===== src/rtl/arf_sched.sv =====
// ---------------------------------------------------------------------------
// arf_sched -- in-order scoreboard scheduler for a small arithmetic register
// file with one shared pipelined multiplier and one shared pipelined adder.
//
// A program of up to PROG_DEPTH ops lives in an op table loaded through the
// cfg_* port while idle. On start, the ops are issued one per cycle, strictly
// in table order. An op waits while any of its sources or its destination has
// an outstanding write (RAW/WAW interlock, no bypass). Each unit returns its
// result MUL_LAT / ADD_LAT cycles after issue on its own write-back port.
//
// Parameters
//   PROG_DEPTH : op-table entries (2..32)
//   MUL_LAT    : multiplier latency in cycles (1..4)
//   ADD_LAT    : adder latency in cycles (1..4)
//
// Ports
//   clk, rst                   : clock (rising edge), async active-high reset
//   cfg_we/cfg_addr/cfg_data   : op-table write, honoured only while idle
//                                entry = {type(1=add), src_a, src_b, dst}
//   prog_len, start            : program length (0..32) and run request
//   iss_mul/iss_add            : issue strobes to the shared units
//   iss_src_a/iss_src_b        : register-file read addresses of the issue
//   wb_mul_en/wb_mul_addr      : multiplier write-back strobe and destination
//   wb_add_en/wb_add_addr      : adder write-back strobe and destination
//   busy, done, stall_cnt      : run status, end-of-run pulse, stall cycles
// ---------------------------------------------------------------------------
module arf_sched #(
   parameter int PROG_DEPTH = 32,
   parameter int MUL_LAT    = 2,
   parameter int ADD_LAT    = 1
) (
   input  logic        clk,
   input  logic        rst,
   input  logic        cfg_we,
   input  logic [4:0]  cfg_addr,
   input  logic [15:0] cfg_data,
   input  logic [5:0]  prog_len,
   input  logic        start,
   output logic        iss_mul,
   output logic        iss_add,
   output logic [4:0]  iss_src_a,
   output logic [4:0]  iss_src_b,
   output logic        wb_mul_en,
   output logic        wb_add_en,
   output logic [4:0]  wb_mul_addr,
   output logic [4:0]  wb_add_addr,
   output logic        busy,
   output logic        done,
   output logic [15:0] stall_cnt
);

   localparam int         AW      = (PROG_DEPTH > 1) ? $clog2(PROG_DEPTH) : 1;
   localparam logic [6:0] DEPTH_V = 7'(PROG_DEPTH);

   typedef enum logic [1:0] {
      ST_IDLE  = 2'd0,
      ST_RUN   = 2'd1,
      ST_DRAIN = 2'd2,
      ST_FIN   = 2'd3
   } state_t;

   state_t       r_state;
   state_t       w_state_nxt;

   logic [15:0]  r_table [PROG_DEPTH];
   logic [5:0]   r_pc;
   logic [5:0]   r_len;
   logic [31:0]  r_pending;
   logic [15:0]  r_stall_cnt;

   logic [MUL_LAT-1:0] r_mul_vld;
   logic [4:0]         r_mul_dst [MUL_LAT];
   logic [ADD_LAT-1:0] r_add_vld;
   logic [4:0]         r_add_dst [ADD_LAT];

   logic [15:0]  w_op;
   logic [4:0]   w_src_a;
   logic [4:0]   w_src_b;
   logic [4:0]   w_dst;
   logic         w_hazard;
   logic         w_can_issue;
   logic         w_last;
   logic         w_start_acc;
   logic [5:0]   w_len_eff;
   logic [31:0]  w_clr;
   logic [31:0]  w_set;
   logic [31:0]  w_pending_nxt;
   logic         w_inflight_mid;

   // Op-table storage: deliberately has no reset so a program survives rst.
   always_ff @(posedge clk) begin
      if (cfg_we && (r_state == ST_IDLE) && ({2'b00, cfg_addr} < DEPTH_V)) begin
         r_table[cfg_addr[AW-1:0]] <= cfg_data;
      end
   end

   // Decode of the op at pc and the interlock / issue decision.
   always_comb begin
      w_op        = r_table[r_pc[AW-1:0]];
      w_src_a     = w_op[14:10];
      w_src_b     = w_op[9:5];
      w_dst       = w_op[4:0];
      w_hazard    = r_pending[w_src_a] | r_pending[w_src_b] | r_pending[w_dst];
      w_can_issue = (r_state == ST_RUN) && !w_hazard;
      w_last      = ((r_pc + 6'd1) == r_len);
      w_start_acc = (r_state == ST_IDLE) && start;
      // Lengths beyond the table size are clamped so pc never leaves the table.
      w_len_eff   = ({1'b0, prog_len} > DEPTH_V) ? DEPTH_V[5:0] : prog_len;
   end

   // Pending-bit update: write-backs clear at the end of their cycle, issue sets.
   always_comb begin
      w_clr         = (32'(wb_mul_en) << wb_mul_addr) | (32'(wb_add_en) << wb_add_addr);
      w_set         = 32'(w_can_issue) << w_dst;
      w_pending_nxt = (r_pending & ~w_clr) | w_set;
   end

   // Any in-flight slot other than the one writing back this cycle.
   always_comb begin
      w_inflight_mid = 1'b0;
      for (int i = 0; i < MUL_LAT - 1; i++) begin
         w_inflight_mid = w_inflight_mid | r_mul_vld[i];
      end
      for (int i = 0; i < ADD_LAT - 1; i++) begin
         w_inflight_mid = w_inflight_mid | r_add_vld[i];
      end
   end

   // Next-state logic. DRAIN looks at the post-write-back pending set so FIN
   // follows the final write-back cycle directly.
   always_comb begin
      w_state_nxt = r_state;
      case (r_state)
         ST_IDLE: begin
            if (start) begin
               w_state_nxt = (w_len_eff == 6'd0) ? ST_DRAIN : ST_RUN;
            end else begin
               w_state_nxt = ST_IDLE;
            end
         end
         ST_RUN: begin
            if (w_can_issue && w_last) begin
               w_state_nxt = ST_DRAIN;
            end else begin
               w_state_nxt = ST_RUN;
            end
         end
         ST_DRAIN: begin
            if ((w_pending_nxt == 32'd0) && !w_inflight_mid) begin
               w_state_nxt = ST_FIN;
            end else begin
               w_state_nxt = ST_DRAIN;
            end
         end
         ST_FIN: begin
            w_state_nxt = ST_IDLE;
         end
         default: begin
            w_state_nxt = ST_IDLE;
         end
      endcase
   end

   // State, program counter, scoreboard and stall counter.
   always_ff @(posedge clk or posedge rst) begin
      if (rst) begin
         r_state     <= ST_IDLE;
         r_pc        <= 6'd0;
         r_len       <= 6'd0;
         r_pending   <= 32'd0;
         r_stall_cnt <= 16'd0;
      end else begin
         r_state   <= w_state_nxt;
         r_pending <= w_pending_nxt;
         if (w_start_acc) begin
            r_len       <= w_len_eff;
            r_pc        <= 6'd0;
            r_stall_cnt <= 16'd0;
         end else if (w_can_issue) begin
            r_pc <= r_pc + 6'd1;
         end else if ((r_state == ST_RUN) && (r_stall_cnt != 16'hFFFF)) begin
            r_stall_cnt <= r_stall_cnt + 16'd1;
         end
      end
   end

   // Unit pipelines: a token enters stage 0 on issue and writes back from the
   // last stage, giving exactly LAT cycles from issue to write-back.
   always_ff @(posedge clk or posedge rst) begin
      if (rst) begin
         r_mul_vld <= '0;
         r_add_vld <= '0;
         for (int i = 0; i < MUL_LAT; i++) begin
            r_mul_dst[i] <= 5'd0;
         end
         for (int i = 0; i < ADD_LAT; i++) begin
            r_add_dst[i] <= 5'd0;
         end
      end else begin
         r_mul_vld[0] <= iss_mul;
         r_mul_dst[0] <= iss_mul ? w_dst : 5'd0;
         r_add_vld[0] <= iss_add;
         r_add_dst[0] <= iss_add ? w_dst : 5'd0;
         for (int i = MUL_LAT - 1; i > 0; i--) begin
            r_mul_vld[i] <= r_mul_vld[i-1];
            r_mul_dst[i] <= r_mul_dst[i-1];
         end
         for (int i = ADD_LAT - 1; i > 0; i--) begin
            r_add_vld[i] <= r_add_vld[i-1];
            r_add_dst[i] <= r_add_dst[i-1];
         end
      end
   end

   // Output drive. Issue fields read 0 unless an op actually issues.
   always_comb begin
      iss_mul     = w_can_issue && !w_op[15];
      iss_add     = w_can_issue &&  w_op[15];
      iss_src_a   = w_can_issue ? w_src_a : 5'd0;
      iss_src_b   = w_can_issue ? w_src_b : 5'd0;
      wb_mul_en   = r_mul_vld[MUL_LAT-1];
      wb_mul_addr = r_mul_dst[MUL_LAT-1];
      wb_add_en   = r_add_vld[ADD_LAT-1];
      wb_add_addr = r_add_dst[ADD_LAT-1];
      busy        = (r_state == ST_RUN) || (r_state == ST_DRAIN);
      done        = (r_state == ST_FIN);
      stall_cnt   = r_stall_cnt;
   end

endmodule


===== config.mk =====
export PLATFORM = sky130hd
export DESIGN_NAME = arf_sched
export DESIGN_NICKNAME = d
export VERILOG_FILES = /design/src/rtl/arf_sched.sv
export SDC_FILE = /design/constraint.sdc
export NUM_CORES = 1
export LEC_CHECK = 0
export BUFFER_PORTS_ARGS = -buffer_cell sky130_fd_sc_hd__buf_2
export CAP_MARGIN = 5
export CORE_ASPECT_RATIO = 2
export CORE_MARGIN = 2
export CORE_UTILIZATION = 55
export DETAILED_ROUTE_END_ITERATION = 8
export HOLD_SLACK_MARGIN = 0.03
export PLACE_DENSITY = 0.77
export REMOVE_ABC_BUFFERS = 1
export SYNTH_ARGS = -nofsm -noshare
export SYNTH_HDL_FRONTEND = slang
export SYNTH_SLANG_ARGS = --single-unit

===== constraint.sdc =====
create_clock -name clk -period 4.3 [get_ports clk]
set_clock_uncertainty 0.2 [all_clocks]
set_input_delay 0.86 -clock clk [delete_from_list [all_inputs] [get_ports clk]]
set_output_delay 0.86 -clock clk [all_outputs]
set_load 0.005 [all_outputs]

Yosys cells after proc, flatten, opt, wreduce, memory -nomap -nowiden --
Memory sizes are Yosys's and may differ from the RTL's. Index checks and enable logic that the tools add are counted.
Operators by class: shift-type cells 3, equality and inequality tests 6, reductions and logical operators 18, $lt $le $gt $ge 4, multiplexer cells 23, add/subtract/negate cells 2, bitwise gates (word level) 6
Operators by type and width (number):
- 1-bit by 5-bit << shifter with 32-bit output | 3
- 32-bit OR | 2
- 16-bit two-way mux | 3
- 32-bit bitwise AND | 1
- 32-bit zero test | 1
- 32-bit NOT | 1
- 5-bit two-way mux | 4
- 5-bit by 6-bit < comparator with 1-bit output, second input constant | 3
- 6-bit two-way mux | 3
- 16-bit by 1-bit adder with 16-bit output, second input constant | 1
- 16-bit inequality test, second input constant | 1
- 1-bit binary-select mux with 5-bit select | 3
- 1-bit logical AND | 8
- 2-bit case mux with 4 select lines | 1
- 6-bit by 1-bit adder with 6-bit output, second input constant | 1
- 6-bit == test | 1
- 6-bit greater-than comparator, second input constant | 1
- 6-bit zero test | 1
- 1-bit two-way mux | 6
- 2-bit two-way mux | 3
- 2-bit == test, second input constant | 2
- 2-bit nonzero test | 2
- 1-bit zero test | 3
- 2-bit by 1-bit == test with 1-bit output, second input constant | 1
- 5 further kinds | 6
Storage, ports and cells: output and inout port bits 42, memories 1, bits in registers 80, input port bits 31, memory bits (writable) 512
Memories:
- r_table | depth 32, bits a word 16, rd ports 1, clocked after memory_dff 0, write ports 1, RTL line 65 | logic [15:0] r_table [PROG_DEPTH];

Depth between registers and ports, before layout --
Gate-level depths: netlist (run 1). An unclocked memory read counts as a cell.
depth in word-level cells 13, gate-level depth with buffers 20

Worst setup path after synthesis (run 1) --
No wires, ideal clock.
path kind register to output, start register r_pc[0], end output port iss_mul, setup slack -456 ps, required time 3240 ps, data arrival time 3696 ps, stages on the path, launching flop included 16, path buffers 5, cells stage by stage dfrtp_1 -> buf_4 -> buf_4 -> buf_2 -> mux4_2 -> mux4_2 -> nor3b_1 -> a31oi_1 -> a21oi_1 -> o2bb2ai_1 -> or4b_4 -> nor4_4 -> buf_4 -> buf_4 -> nand2_1 -> inv_1
Between the ends: cells in the longest elaborated chain, start to end 8, elaborated cells between the ends (all ways) 13, classes of those cells 6 x mux; 2 x bitwise; 4 x reduce/logical; 1 x memory
RTL lines:
- start: declaration | RTL line 66 | logic [5:0] r_pc;
- start signal: assignment | RTL line 180 | r_pc <= r_pc + 6'd1;
- memory 32 x 16 bit (*)
- 1-bit binary-select mux with 5-bit select | RTL line 103 | w_hazard = r_pending[w_src_a] | r_pending[w_src_b] | r_pending[w_dst];
- 1-bit two-way mux (not written as such) | RTL line 103
- 1-bit OR (2 in a row) | RTL line 103
- 1-bit zero test | RTL line 104 | w_can_issue = (r_state == ST_RUN) && !w_hazard;
- 1-bit logical AND | RTL line 104
- 1-bit logical AND (*) | RTL line 217 | iss_mul = w_can_issue && !w_op[15];
- end: declaration | RTL line 39 | output logic iss_mul,
Mark *: on every way between the ends. The rest lies on a longest branch, timed or not. The select of a mux whose other input is x is not followed.

Final worst setup path (run 1) --
start register r_pc[0], end output port iss_src_b[4]
Between the ends: cells in the longest elaborated chain, start to end 8, elaborated cells between the ends (all ways) 12, classes of those cells 7 x mux; 2 x bitwise; 2 x reduce/logical; 1 x memory
RTL lines:
- memory 32 x 16 bit (*)
- 1-bit binary-select mux with 5-bit select | RTL line 103
- 1-bit two-way mux (not written as such) | RTL line 103
- 1-bit OR (2 in a row) | RTL line 103
- 1-bit zero test | RTL line 104
- 1-bit logical AND | RTL line 104
- 5-bit two-way mux (*) | RTL line 220 | iss_src_b = w_can_issue ? w_src_b : 5'd0;
- end: declaration | RTL line 42 | output logic [4:0] iss_src_b,
Marked as above.

==> results.toml, run 1 <==
[timing]
worst_pin_slew_ps = 1190
period_minus_slack_ps = 5860
setup_viol_count_final = 79
hold_viol = 0
rsz0062_at_grt = "true"
post-route-period-util_pct = 136
worst_slack_ps = -1560
fin_hold_ws_ps = 150
slew_violations = 0
relSlewSlack_pct = 20.4
max_freq_mhz = 171

[layout]
nFillCells = 2967
n_antenna_cell = 0
final_cells = 2452
fin_nets = 1890
final_area_um2 = 30600
syn_to_final_growth_pct = 20.4
drive_above_1_share_pct = 34.6
final_cell_mix = "edfxtp_1 (512), buf_4 (185), mux2i_1 (133)"
layout_commonest_cell = "edfxtp_1"

[synth]
async_flop_share_pct = 13.5
netlist_area_um2 = 25400
synthDominantCellAreaShare_pct = 60.5
synth_cell_types = 72
syn_avg_cell_area_um2 = 16.1
ys_warn_count = 0
ys.flop_type = "edfxtp_1"
synth-seq-cells = 592
synth_area_leader_cell = "edfxtp_1"
yosysSeqAreaShare_pct = 68.4
synth_edf_count = 512
ys_top_cells_by_area = "edfxtp_1 (61%), mux4_2 (8.2%), dfrtp_1 (7.9%), mux2i_1 (5.5%), nand2_1 (1.6%)"
netlist_instances = 1574

[clocking]
clk_pin_slew_ps = 70
cts_tree = "built"
cts_buffers = 46
insertion_delay_ps = 620
cts_root_buffer = "clkbuf_16"
cts_num_sinks = 592
postCtsHoldBufs = 0
htree_levels = 2
clockBufferDepth = 3

[power]
total_power_mw = 20.5
power_leakage_nw = 10.8
intPower_mw = 13.3
power_density_nw_per_um2 = 671
clock_power_share_pct = 21.8
ir_drop_uv = 432
seqPwrFrac_pct = 33.6
p_comb_share_pct = 44.6
p_switching_mw = 7.21
switching_share_pct = 35.1

[global_route]
grt_busiest_layer = "met2"
grt_overflow = 0
grt_max_degree = 53
gr-usage-met3_pct = 6.21
grt_pass1_wl_um = 109000
grt_antenna_before_repair = 0
grt_use_met1_pct = 32.3
grt_usage_pct = 32.3
grt_pass1_vias = 16866
met2_usage_pct = 57.6

[place]
placed_cells = 2333
numPortBuffers = 72
place.gp.congestion = 0.965
pre_cts_slack_ps = -815
place_area_um2 = 27800
dp_hpwl_um = 51000

[route]
drt_first_iter_violations = 1973
viasPerCell = 6.75
drt-total-wl_um = 77900
routedWlPerCell_um = 31.8
drt_pass1_iterations = 7
drc_errors = 0
vias = 16547
ant_nets = 0

[run_status]
failed_checks = "negative setup slack"
run_status = "complete, but fails checks"

[worst_setup_path]
start_kind = "flop"
cp.arrival_ps = 4800
cpPeakStageDelay_ps = 560
endpoint_kind = "primary output"
slowest_stage = "dfrtp_4"
required_ps = 3240
cp_max_fo = 8
criticalPathCategory = "flop to primary output"
timing.critical_path.buf_inv = 5
crit_chain = "buf_12 -> buf_12 -> mux2_1 -> o2bb2ai_1 -> a221oi_2 -> mux4_2 -> mux4_2 -> a2bb2oi_2 -> o2bb2ai_2 -> or4b_4 -> nor4_4 -> buf_4 -> buf_6 -> nor2b_1 -> buf_2"
cpLargestDelayFamily = "multiplexers"

[die]
ios = 73
die-height_um = 308
die-area_um2 = 48000
core-area_um2 = 45700
start_util_pct = 55.6
dieWidth_um = 156
rows = 111

[job]
max_cap_viol_count = 0

[hold_path]
holdCritPathClass = "flop to flop"
logic make-up (layout without fill, tap and decap cells):
logic type	Yosys count	in the layout	share of synthesized area (%)
adder cells (fa/ha/maj)	7	7	0.345
flip-flops	592	592	68.4
buffers and inverters	109	422	2.39
XOR/XNOR	10	10	0.345
AO/OA/AOI/OAI	216	216	6.01
AND/OR/NAND/NOR	377	377	7.43
multiplexers	263	263	15.1
per-stage QoR:
stage | setup TNS [ps] | utilization (%)
5_1_grt | -58000 | 66.9
3_3_place_gp | -21620 | 60.9
4_1_cts | -26390 | 65.5
6_report | -50500 | 66.9
2_1_floorplan | -530940 | -
3_5_place_dp | -31300 | 60.9
final timing paths:
path	start	endpoint	slack [ps]	cells past startpoint
hold reg to reg	r_mul_dst[5]	wb_mul_addr[0]	150	0
max in group asynchronous	rst	r_pending[1]	2710	3
min in group asynchronous	rst	r_mul_dst[8]	230	2
setup / recovery	r_pc[0]	iss_src_b[4]	-1560	15
hold / removal	r_mul_dst[5]	wb_mul_addr[0]	150	0
setup reg to reg	r_pc[0]	r_pc[5]	-720	20
synthesized netlist by cell type, types with 8 or more instances:
master	instances
edfxtp_1	512
mux2i_1	140
nand2_1	110
nor2_1	99
mux4_2	93
dfrtp_1	80
a22oi_1	52
clkbuf_1	32
nand3_1	30
o21ai_0	30
mux2_2	28
a21oi_1	27
inv_1	21
nor2b_1	19
buf_2	17
buf_4	17
nand2b_1	16
o31ai_1	16
nand4_1	15
and2_1	14
nand3b_1	13
or3_1	13
a32oi_1	11
nor3_1	11
buf_6	9
a31oi_1	8
o21ai_1	8
xnor2_1	8
power by group through the flow:
stage	sequential [mW]	clock, mW	combinational (mW)
floorplan	7.13	0	3.18
global placement	6.99	0	6.84
detailed placement	6.99	0	6.97
CTS	6.87	4.48	7.91
global route	6.91	4.67	9.54
finish	6.90	4.47	9.16
flip-flops by register name, indices dropped and copies added (netlist names):
signal,cells
r_table,512
r_len,6
r_mul_dst,5
wb_add_addr,5
wb_add_en,1
wb_mul_addr,5
r_state,2
r_mul_vld,2
r_pc,6
r_pending,32
stall_cnt,16
metal layers:
| metal | part of all wire [%] | up-vias | routed length [um] |
|---|---|---|---|
| met2 | 52 | 1035 | 40800 |
| li1 | - | 6788 | - |
| met1 | 31 | 8367 | 23800 |
| met4 | 10 | 0 | 7780 |
| met5 | 0 | - | 0 |
| met3 | 7.1 | 357 | 5510 |
worst register-to-register path, delay by kind of cell (launching register included):
family | cells | cell delay, ps
buffers and inverters | 9 | 1180
and+or+nand+nor | 2 | 880
muxes | 3 | 1180
DFF | 1 | 560
AOI/OAI and AO/OA | 6 | 910
final cells by class:
| type | instances | area, um2 | share of cell area (%) |
|---|---|---|---|
| Clock buffer | 52 | 1170 | 3.84 |
| Multi-Input combinational cell | 873 | 7980 | 26.1 |
| Inverter | 23 | 92.6 | 0.303 |
| Tap cell | 565 | 707 | 2.31 |
| Sequential cell | 592 | 17400 | 56.8 |
| Clock inverter | 31 | 380 | 1.24 |
| Timing Repair Buffer | 316 | 2870 | 9.39 |
what timing repair did:
action,4_1_cts,5_1_grt
gates cloned,6,5
pin swaps,8,29
setup endpoints to repair,73,80
gates resized for setup,86,111
buffers inserted,11,15
(Power assumes the default switching activity.)
==> run 2, diff against run 1 <==
--- a/config.mk
+++ b/config.mk
@@ -7,9 +7,11 @@
 export LEC_CHECK = 0
 export BUFFER_PORTS_ARGS = -buffer_cell sky130_fd_sc_hd__buf_2
 export CAP_MARGIN = 5
+export CELL_PAD_IN_SITES_DETAIL_PLACEMENT = 1
+export CELL_PAD_IN_SITES_GLOBAL_PLACEMENT = 1
 export CORE_ASPECT_RATIO = 2
 export CORE_MARGIN = 2
-export CORE_UTILIZATION = 55
+export CORE_UTILIZATION = 48
 export DETAILED_ROUTE_END_ITERATION = 8
 export HOLD_SLACK_MARGIN = 0.03
 export PLACE_DENSITY = 0.77
==> constraint.sdc (replaced) <==
create_clock -name clk -period 5.2 [get_ports clk]
set_clock_uncertainty 0.2 [all_clocks]
set_input_delay 0.26 -clock clk [delete_from_list [all_inputs] [get_ports clk]]
set_output_delay 0.26 -clock clk [all_outputs]
set_load 0.005 [all_outputs]
==> run 2 against run 1 <==
  * Critical endpoint is now iss_mul
  * Global-route usage is 3.9 points lower
  * The run now ends clean
  * Via count is 5.4% lower
  * Sequential share of layout area is 2.4 points higher
  * Register-to-register slack better by 1200 ps
  * Hold slack worse by 77 ps
==> results.toml, run 2 (synthesis gave the netlist of run 1 again) <==
[worst_setup_path]
cp.arrival_ps = 4700
slowest_stage = "dfrtp_4"
timing.critical_path.buf_inv = 6
criticalPathCategory = "flop to primary output"
cp_max_fo = 10
endpoint_kind = "primary output"
cpPeakStageDelay_ps = 530
crit_chain = "buf_12 -> buf_12 -> mux2_2 -> a2bb2oi_1 -> and3_1 -> mux4_2 -> buf_4 -> mux4_2 -> nor2_1 -> o2bb2ai_1 -> or4b_4 -> nor4_4 -> buf_4 -> nand2_1 -> inv_1 -> buf_2"
required_ps = 4740
cpLargestDelayFamily = "simple AND/OR/NAND/NOR gates"
start_kind = "flop"

[layout]
drive_above_1_share_pct = 25.3
fin_nets = 1791
syn_to_final_growth_pct = 15.6
n_antenna_cell = 0
ff_latch_area_um2 = 17400
largest_register_ffs = 512
layout_commonest_cell = "edfxtp_1"
final_cell_mix = "edfxtp_1 (512), mux2i_1 (138), nand2_1 (110)"
multi_input_area_um2 = 7650
nFillCells = 4875

[run_status]
run_status = "completed"

[timing]
max_freq_mhz = 194
period_minus_slack_ps = 5160
rsz0062_at_grt = "true"
hold_viol = 0
fin_setup_tns_ps = 0
relSlewSlack_pct = 27.3
slew_violations = 0
worst_pin_slew_ps = 1090
post-route-period-util_pct = 99.3
setup_viol_count_final = 0

[die]
core-area_um2 = 52600
die-height_um = 329
dieWidth_um = 167
die-area_um2 = 54900
start_util_pct = 48.3
rows = 119
ios = 73

[power]
power_leakage_nw = 10.1
intPower_mw = 9.76
p_switching_mw = 4.90
ir_drop_uv = 301
power_density_nw_per_um2 = 499
seqPwrFrac_pct = 39.0
clock_power_share_pct = 26.4
switching_share_pct = 33.4
total_power_mw = 14.7
p_comb_share_pct = 34.6

[clocking]
clk_pin_slew_ps = 70
insertion_delay_ps = 610
clockBufferDepth = 3
cts_num_sinks = 592
cts_root_buffer = "clkbuf_16"
htree_levels = 2
cts_buffers = 49
cts_tree = "built"

[global_route]
grt_overflow = 0
grt_pass1_vias = 17220
grt_max_degree = 44
grt_usage_pct = 28.4
grt_antenna_before_repair = 0
grt_pass1_wl_um = 114000

[route]
ant_nets = 0
drt_first_iter_violations = 1543
viasPerCell = 6.37
drt_pass1_iterations = 6
vias = 15658
routedWlPerCell_um = 31.7
drt-total-wl_um = 77900
drc_errors = 0

[job]
max_cap_viol_count = 0

[place]
dp_hpwl_um = 52300
numPortBuffers = 72
place.gp.congestion = 0.931

[hold_path]
holdCritPathClass = "input pin to flop"
run 2: changes by cell type in the layout (fill, tap and decap cells not counted), moves of 11 or more:
cell,before,now
buf_6,30,10
dlygate4sd3_1,0,28
nor2_2,35,24
o21ai_2,25,0
o21ai_0,6,30
buf_4,185,88
run 2: worst paths after layout:
path	depth (start not counted)	from	slack, ps	end
max	16	r_pc[0]	40	iss_mul
min	3	cfg_addr[3]	70	r_table[18][13]
max reg2reg	14	r_pc[0]	430	stall_cnt[5]
min reg2reg	0	r_mul_dst[8]	160	wb_mul_addr[3]
max in group asynchronous	4	rst	3650	r_mul_dst[5]
min in group asynchronous	3	rst	100	r_state[0]
run 2: worst register-to-register path: cells and delay by family (launching register included):
| kind | cells | cell delay, ps |
|---|---|---|
| mux | 2 | 890 |
| buf+inv | 5 | 900 |
| flops | 1 | 530 |
| compound gates | 4 | 1400 |
| simple gates | 3 | 770 |
run 2: metal layers:
metal  share of wire [%]  wire length, um  up-vias  track usage [%]
met5                   0                0        -                0
met3                 4.8             3710      236             3.28
met4                 6.4             4950        0             17.5
met1                  34            26700     8157             30.6
li1                    -                -     6584                -
met2                  55            42600      681             52.9
run 2: power by group through the flow:
| stage | Combinational [mW] | Sequential [mW] | Clock (mW) |
|---|---|---|---|
| 2_1_floorplan | 3.13 | 5.96 | 0 |
| 6_report | 5.08 | 5.72 | 3.87 |
| 3_3_place_gp | 4.64 | 5.79 | 0 |
| 4_1_cts | 4.89 | 5.70 | 3.91 |
| 3_5_place_dp | 4.74 | 5.80 | 0 |
| 5_1_grt | 5.36 | 5.74 | 4.04 |
run 2: cell type report:
type | instances | area share [%]
tap | 665 | 2.83
sequential | 592 | 59.2
timing repair buffer | 214 | 5.97
inverter | 23 | 0.298
clock inverter | 22 | 0.818
multi-input combinational | 873 | 26.0
clock buffer | 68 | 4.82
run 2: repair_timing:
| action | in CTS | in global routing |
|---|---|---|
| buffers inserted | 4 | 10 |
| hold buffers | 28 | 0 |
| gates cloned | 0 | 1 |
| setup endpoints to repair | 12 | 10 |
| endpoints found under the hold margin | 557 | 0 |
| pin swaps | 0 | 2 |
| gates resized for setup | 8 | 34 |
run 2: per-stage QoR:
step,utilization [%],instance area [um2],std cells,hold slack (ps),setup WS [ps]
finish,55.9,29400,2457,72.7,36.8
CTS,55.4,29100,2446,44.8,23.6
global placement,51.6,27100,2324,134,397
floorplan,-,24900,1488,131,-6070
detailed placement,51.6,27100,2324,148,294
global route,55.9,29400,2457,96.2,-42.0
